`src/rtl/triangle_decoder.sv`:
```
// triangle_decoder: recovers direction and step count of triangular impulses
// sampled from an 8-bit waveform, and hands each result to a consumer over a
// dav_/rfd handshake. Malformed impulses are flagged via err; impulses that
// start while a result is still pending set the sticky ovr flag.
module triangle_decoder #(
  parameter logic [7:0]  BASE = 8'h80,
  parameter int unsigned NMAX = 127
) (
  input  logic       clock,
  input  logic       reset,
  input  logic [7:0] in,
  input  logic       rfd,
  output logic       dav_,
  output logic       s_out,
  output logic [6:0] n_out,
  output logic       err,
  output logic       ovr
);

  localparam int unsigned DATA_W = 8;
  localparam int unsigned CNT_W  = 7;

  localparam logic [DATA_W-1:0] BASE_UP = BASE + 8'd1;
  localparam logic [DATA_W-1:0] BASE_DN = BASE - 8'd1;
  localparam logic [CNT_W-1:0]  NMAX_C  = CNT_W'(NMAX);

  typedef enum logic [2:0] {
    S_IDLE,
    S_RAMP,
    S_SKIP,
    S_WAIT_RFD,
    S_DAV
  } state_t;

  state_t              r_state;
  logic [DATA_W-1:0]   r_prev;
  logic [CNT_W-1:0]    r_cnt;
  logic                r_dir;
  logic                r_errf;
  logic                r_dav_n;
  logic                r_s;
  logic [CNT_W-1:0]    r_n;
  logic                r_err;
  logic                r_ovr;

  state_t              w_state_nxt;
  logic [DATA_W-1:0]   w_prev_nxt;
  logic [CNT_W-1:0]    w_cnt_nxt;
  logic                w_dir_nxt;
  logic                w_errf_nxt;
  logic                w_dav_n_nxt;
  logic                w_s_nxt;
  logic [CNT_W-1:0]    w_n_nxt;
  logic                w_err_nxt;
  logic                w_ovr_nxt;

  logic [DATA_W-1:0]   w_prev_inc;
  logic [DATA_W-1:0]   w_prev_dec;
  logic                w_step_ok;

  // A legal step continues the ramp by exactly one without wrapping past 0x00/0xFF
  assign w_prev_inc = r_prev + 8'd1;
  assign w_prev_dec = r_prev - 8'd1;
  assign w_step_ok  = r_dir ? ((r_prev != 8'h00) && (in == w_prev_dec))
                            : ((r_prev != 8'hFF) && (in == w_prev_inc));

  // State and datapath registers
  always_ff @(posedge clock) begin
    if (reset) begin
      r_state <= S_IDLE;
      r_prev  <= '0;
      r_cnt   <= '0;
      r_dir   <= 1'b0;
      r_errf  <= 1'b0;
      r_dav_n <= 1'b1;
      r_s     <= 1'b0;
      r_n     <= '0;
      r_err   <= 1'b0;
      r_ovr   <= 1'b0;
    end else begin
      r_state <= w_state_nxt;
      r_prev  <= w_prev_nxt;
      r_cnt   <= w_cnt_nxt;
      r_dir   <= w_dir_nxt;
      r_errf  <= w_errf_nxt;
      r_dav_n <= w_dav_n_nxt;
      r_s     <= w_s_nxt;
      r_n     <= w_n_nxt;
      r_err   <= w_err_nxt;
      r_ovr   <= w_ovr_nxt;
    end
  end

  // Next-state and next-output decode
  always_comb begin
    w_state_nxt = r_state;
    w_prev_nxt  = r_prev;
    w_cnt_nxt   = r_cnt;
    w_dir_nxt   = r_dir;
    w_errf_nxt  = r_errf;
    w_dav_n_nxt = r_dav_n;
    w_s_nxt     = r_s;
    w_n_nxt     = r_n;
    w_err_nxt   = r_err;
    w_ovr_nxt   = r_ovr;

    unique case (r_state)
      S_IDLE: begin
        if (in == BASE) begin
          w_state_nxt = S_IDLE;
        end else if (in == BASE_UP || in == BASE_DN) begin
          w_dir_nxt   = (in == BASE_DN);
          w_cnt_nxt   = 7'd1;
          w_prev_nxt  = in;
          w_errf_nxt  = 1'b0;
          w_state_nxt = S_RAMP;
        end else begin
          w_errf_nxt  = 1'b1;
          w_cnt_nxt   = '0;
          w_dir_nxt   = 1'b0;
          w_state_nxt = S_SKIP;
        end
      end

      S_RAMP: begin
        if (in == BASE) begin
          w_s_nxt     = r_dir;
          w_n_nxt     = r_cnt;
          w_err_nxt   = 1'b0;
          w_state_nxt = S_WAIT_RFD;
        end else if (w_step_ok && (r_cnt != NMAX_C)) begin
          w_cnt_nxt   = r_cnt + 7'd1;
          w_prev_nxt  = in;
        end else begin
          // Hold, reversal, jump, wrap or count overflow
          w_errf_nxt  = 1'b1;
          w_n_nxt     = r_cnt;
          w_state_nxt = S_SKIP;
        end
      end

      S_SKIP: begin
        if (in == BASE) begin
          w_s_nxt     = r_dir;
          w_n_nxt     = r_cnt;
          w_err_nxt   = r_errf;
          w_state_nxt = S_WAIT_RFD;
        end
      end

      S_WAIT_RFD: begin
        if (in != BASE) w_ovr_nxt = 1'b1;
        if (rfd) begin
          w_dav_n_nxt = 1'b0;
          w_state_nxt = S_DAV;
        end
      end

      S_DAV: begin
        if (in != BASE) w_ovr_nxt = 1'b1;
        if (!rfd) begin
          w_dav_n_nxt = 1'b1;
          w_state_nxt = S_IDLE;
        end
      end

      default: begin
        w_state_nxt = S_IDLE;
      end
    endcase
  end

  assign dav_  = r_dav_n;
  assign s_out = r_s;
  assign n_out = r_n;
  assign err   = r_err;
  assign ovr   = r_ovr;

endmodule

```
`config.mk`:
```
export PLATFORM = sky130hd
export DESIGN_NAME = triangle_decoder
export DESIGN_NICKNAME = d
export VERILOG_FILES = /design/src/rtl/triangle_decoder.sv
export SDC_FILE = /design/constraint.sdc
export NUM_CORES = 1
export LEC_CHECK = 0
export ABC_AREA = 0
export BUFFER_PORTS_ARGS = -buffer_cell sky130_fd_sc_hd__buf_4
export CAP_MARGIN = 25
export CORE_UTILIZATION = 59
export DETAILED_ROUTE_END_ITERATION = 8
export PLACE_DENSITY = 0.8
export SLEW_MARGIN = 40
export SYNTH_ARGS = -nofsm -noshare
export SYNTH_HDL_FRONTEND = slang
export SYNTH_SLANG_ARGS = --single-unit
```
`constraint.sdc`:
```
create_clock -name clock -period 3.2 [get_ports clock]
set_clock_uncertainty 0.05 [all_clocks]
set_input_delay 0.16 -clock clock [delete_from_list [all_inputs] [get_ports clock]]
set_output_delay 0.16 -clock clock [all_outputs]
set_load 0.005 [all_outputs]
```
# After elaboration in Yosys (flattened, before gate mapping)
# Cells that the tools add are included.
# classes
addsub	3
eq_ne	22
n_mux	35
bitwise_logic	1
n_reduce_logical	21
# op_table
op	n
2-to-1 mux 7 bit	6
2-to-1 mux 8 bit	4
one-hot mux 7 bit (2 select lines)	2
inequality test 2 bit, second input constant	9
== test 8 bit	2
== test 8 bit, second input constant	2
inequality test 8 bit, second input constant	2
one-hot mux 8 bit (2 select lines)	1
2-to-1 mux 3 bit	5
one-hot mux 3 bit (5 select lines)	1
AND reduction 4 bit	3
2-to-1 mux 1 bit	11
AND reduction 3 bit	3
adder 8 x 1 -> 8 bit, second input constant	1
== test 8 x 7 -> 1 bit, second input constant	1
nonzero test 8 bit	1
subtractor 8 x 1 -> 8 bit, second input constant	1
adder 7 x 1 -> 7 bit, second input constant	1
inequality test 7 bit, second input constant	1
== test 3 x 2 -> 1 bit, second input constant	2
one-hot mux 1 bit (2 select lines)	3
AND reduction 2 bit	3
nonzero test 2 bit	3
AND reduction 5 bit	1
9 further kinds	13
# word_totals
ff_bits	31
out_inout_bits	11
word_cells	92

# Logic depth before layout (Yosys ltp)
# depth
ltp_word	8
ltp_mapped	11
mapped_depth_nobuf	9

# Worst setup path before layout
# OpenSTA, ideal clock, no wires.
# synth_timing
kind	register -> register
start	register r_prev[0]
end	register r_state[1]
setup_ns	0.121
arrival_ns	2.472
required_ns	3.029
setup_slack_ns	0.557
stages_incl_launch_ff	11
n_path_buf	1
period_less_slack_ns	2.643
path_cell_list	dfxtp_1 > buf_2 > inv_1 > ha_1 > nor3b_2 > mux2_2 > o32ai_1 > o21ai_0 > o21ai_2 > a21o_1 > mux2_4
# synth_between
elab_chain_cells	7
elab_cells_between_ends	12
# synth_rtl
element	line_no	rtl
start, declared	36	logic [DATA_W-1:0] r_prev;
start signal, assigned	82	r_prev <= w_prev_nxt;
adder 8 x 1 -> 8 bit or subtractor 8 x 1 -> 8 bit (tied branches)	62, 63	
== test 8 bit (on tied branches)	65, 64	
logical AND 1 bit (on tied branches)	65, 64	
2-to-1 mux 1 bit (*)	64	assign w_step_ok = r_dir ? ((r_prev != 8'h00) && (in == w_prev_dec))
logical AND 1 bit (*)	131	end else if (w_step_ok && (r_cnt != NMAX_C)) begin
inequality test 3 bit (no source line) (*)	-	
AND reduction 4 bit (no source line) (*)	-	
end signal, assigned	81	r_state <= w_state_nxt;
end, declared	35	state_t r_state;
# Mark *: on every way between the ends. The rest lies on a longest branch, timed or not.
# A chain may end at the register's enable or synchronous reset.

# Worst setup path in the final report
# layout_timing
start	register r_prev[0]
end	register r_prev[5]
# layout_between
elab_chain_cells	7
elab_cells_between_ends	12
# layout_rtl
element	line_no
adder 8 x 1 -> 8 bit or subtractor 8 x 1 -> 8 bit (tied branches)	62, 63
== test 8 bit (on tied branches)	65, 64
logical AND 1 bit (on tied branches)	65, 64
2-to-1 mux 1 bit (*)	64
logical AND 1 bit (*)	131
inequality test 2 bit (no source line) (*)	-
AND reduction 5 bit (no source line) (*)	-
# Marks and branches as above.

==> results.sh <==
export IMPL_outcome="finished, final reports clean"
export IMPL_hp_class="input pin to flip-flop"
export IMPL_ys_ff_latch=31
export IMPL_post_place_ws_ps=505
export IMPL_finalPower_mw=1.01
export IMPL_multi_input_area_um2=1410
export IMPL_postSynthAreaPerCell_um2=8.17
export IMPL_antenna_found_initial=0
export IMPL_die_y_um=62.4
export IMPL_start_util_pct=62.9
export IMPL_final_core_util_pct=68.5
export IMPL_synth_edf_count=0
export IMPL_vdd_drop_max_v=0.000320
export IMPL_area_growth_pct=8.91
export IMPL_grtUsageTotal_pct=25.0
export IMPL_grt_max_degree=51
export IMPL_cts_sinks=31
export IMPL_fin_area_um2=2340
export IMPL_cts_hold_buf=0
export IMPL_seq_area_um2=621
export IMPL_final_cells=322
export IMPL_synth_seq_area_share_pct=28.9
export IMPL_placed_area_um2=2290
export IMPL_port_buffers=21
export IMPL_cts_tree="done"
export IMPL_gp_congestion=0.865
export IMPL_worstSetupPathType="flip-flop to flip-flop"
export IMPL_synth_top_area_share_pct=28.9
export IMPL_yosysWarningCount=0
export IMPL_synthCells=263
export IMPL_cts_root_buf="clkbuf_4"
export IMPL_clkPwrFrac_pct=21.6
export IMPL_rsz0062_at_grt="no"
export IMPL_syn_num_nets=277
export IMPL_vias=1895
export IMPL_wl_per_cell_um=14.1
export IMPL_final_min_clock_period_ps=2730
export IMPL_drc_errors=0
export IMPL_first_iter_violations=119
export IMPL_hold_ws_ps=69.7
export IMPL_num_nets_final=289
export IMPL_final_layout_size_suffix_gt1_share_pct=16.3
export IMPL_worst_pin_slew_ps=682
export IMPL_insertion_delay_ps=330
export IMPL_relSlewSlack_pct=54.5
export IMPL_tns_ps=0
export IMPL_end_kind="flip-flop"
export IMPL_slew_violations=0
export IMPL_cts_buffers=5
export IMPL_p_per_area_nw_per_um2=433
export IMPL_setup_slack_ps=469
export IMPL_combPwrFrac_pct=33.8
export IMPL_clkSlewWorstSetupHoldPaths_ps=100
export IMPL_grt_ovfl_total=0
export IMPL_htree_levels=2
export IMPL_worstPathMaxFanout=9
export IMPL_p_sw_uw=374
export IMPL_min_period_over_period_pct=85.3
export IMPL_synth_cell_types=58
export IMPL_synth_main_ff_cell="dfxtp_1"
export IMPL_intPower_uw=639
export IMPL_grt_pass1_wl_um=7790
export IMPL_insertedDiodeCount=0
export IMPL_crit_arrival_ps=2940
export IMPL_ant_nets=0
export IMPL_rows=21
export IMPL_clockBufferDepth=2
export IMPL_pwr_share_seq_pct=44.6
export IMPL_worst_ep_required_time_ps=3410
export IMPL_nFillCells=305
export IMPL_core_area_um2=3420
export IMPL_dp_cells=314
export IMPL_grt_pass1_vias=1698
export IMPL_synth_area_leaders="dfxtp_1 29%, nand2b_1 9.9%, mux2i_1 8.4%"
export IMPL_dieWidth_um=62.4
export IMPL_switching_share_pct=37.0
export IMPL_async_flop_share_pct=0
export IMPL_finalSetupViolations=0
export IMPL_synth_top_area_cell="dfxtp_1"
export IMPL_cts_setup_buffers=0
export IMPL_ctsResizeCount=0
export IMPL_hold_viol_final=0
export IMPL_drt_total_wl_um=4540
export IMPL_design_die_area_um2=3890
export IMPL_vias_per_cell=5.89
export IMPL_syn_area_um2=2150
export IMPL_dp_hpwl_um=3260
export IMPL_startpoint_type="flip-flop"
export IMPL_fmax_mhz=366
export IMPL_firstDrtPassIters=5
export IMPL_ios=22
export IMPL_p_leak_nw=0.930
export IMPL_maxCapViolCount=0
## registers in the layout, indices dropped and copies added (netlist names)
register	count
r_dir	1
s_out	1
r_errf	1
r_prev	8
n_out	7
err	1
r_cnt	7
dav_	1
ovr	1
r_state	3
## worst max-delay path, stage by stage, from the launching register on
cell and delay (ps):
dfxtp_1 340, buf_4 170, or4_4 560, o21ai_1 140, a32oi_1 120, a21oi_1 290
o21ai_2 150, a22oi_2 590, mux2i_1 260
## power groups by stage
stage	registers [mW]	logic, mW	clock network [mW]
floorplan	0.428	0.296	0
global placement	0.460	0.338	0
detailed placement	0.459	0.336	0
CTS	0.450	0.341	0.224
global route	0.456	0.373	0.244
finish	0.451	0.343	0.219
## cell usage after synthesis (all sizes together), types with 2 or more instances
master    n
nor2     22
nand2    16
nand4     4
inv       8
mux2i    18
mux2      3
nor4      4
nand2b   34
o21a      3
o2111ai   2
clkbuf    8
xor2      6
dfxtp    31
or3       5
nor3      8
xnor2     7
a21oi    11
a21o      2
a211oi    3
o21ai     9
a32oi     2
nand3b    2
and3      3
or4b      3
nor2b     4
o211ai    3
buf      10
ha        3
nor3b     2
or2       2
o311ai    2
nand3     7
or4       2
a41oi     2
## final cells by class
cell class / count / share of cell area (%)
Clock buffer: 7 / 1.92
Tap cell: 46 / 2.46
Sequential cell: 31 / 26.5
Clock inverter: 1 / 0.214
Multi-Input combinational cell: 206 / 60.2
Inverter: 8 / 1.28
Timing Repair Buffer: 23 / 7.38
## metal layers
| metal | share of wire (%) | wire length, um | GRT usage (%) | up-vias |
|---|---|---|---|---|
| met3 | 5.8 | 263 | 5.51 | 9 |
| met5 | 0 | 0 | 0 | - |
| met1 | 49 | 2220 | 33.9 | 865 |
| li1 | - | - | - | 961 |
| met4 | 1.3 | 61 | 7.85 | 0 |
| met2 | 44 | 2000 | 39.6 | 60 |
## layout by cell type (no fill, tap or decap), types with 6 or more instances in the layout
cell type and n:
nand2_1 16, xor2_1 6, buf_4 23, dfxtp_1 31
mux2i_1 18, nand2b_1 34, nor2_1 21, inv_1 8
nor3_1 8, o21ai_0 6, nand3_1 6, a21oi_1 10
xnor2_1 7
## path summary, 6_finish.rpt
kind,from,end,slack (ps),cells past startpoint
worst min register to register,s_out,s_out,420,2
worst max register to register,r_prev[0],r_prev[5],470,8
worst min-delay path,in[3],r_prev[3],70,3
worst max-delay path,r_prev[0],r_prev[5],470,8
## cell families after synthesis
kind of cell,count (synthesis),share of synthesized area [%]
muxes,21,10.3
DFF,31,28.9
adders and majority gates,3,1.75
and+or+nand+nor,121,31.8
buffers and inverters,26,5.53
AOI/OAI and AO/OA,48,16.4
xor gates and xnor gates,13,5.30
(Power assumes the default switching activity.)
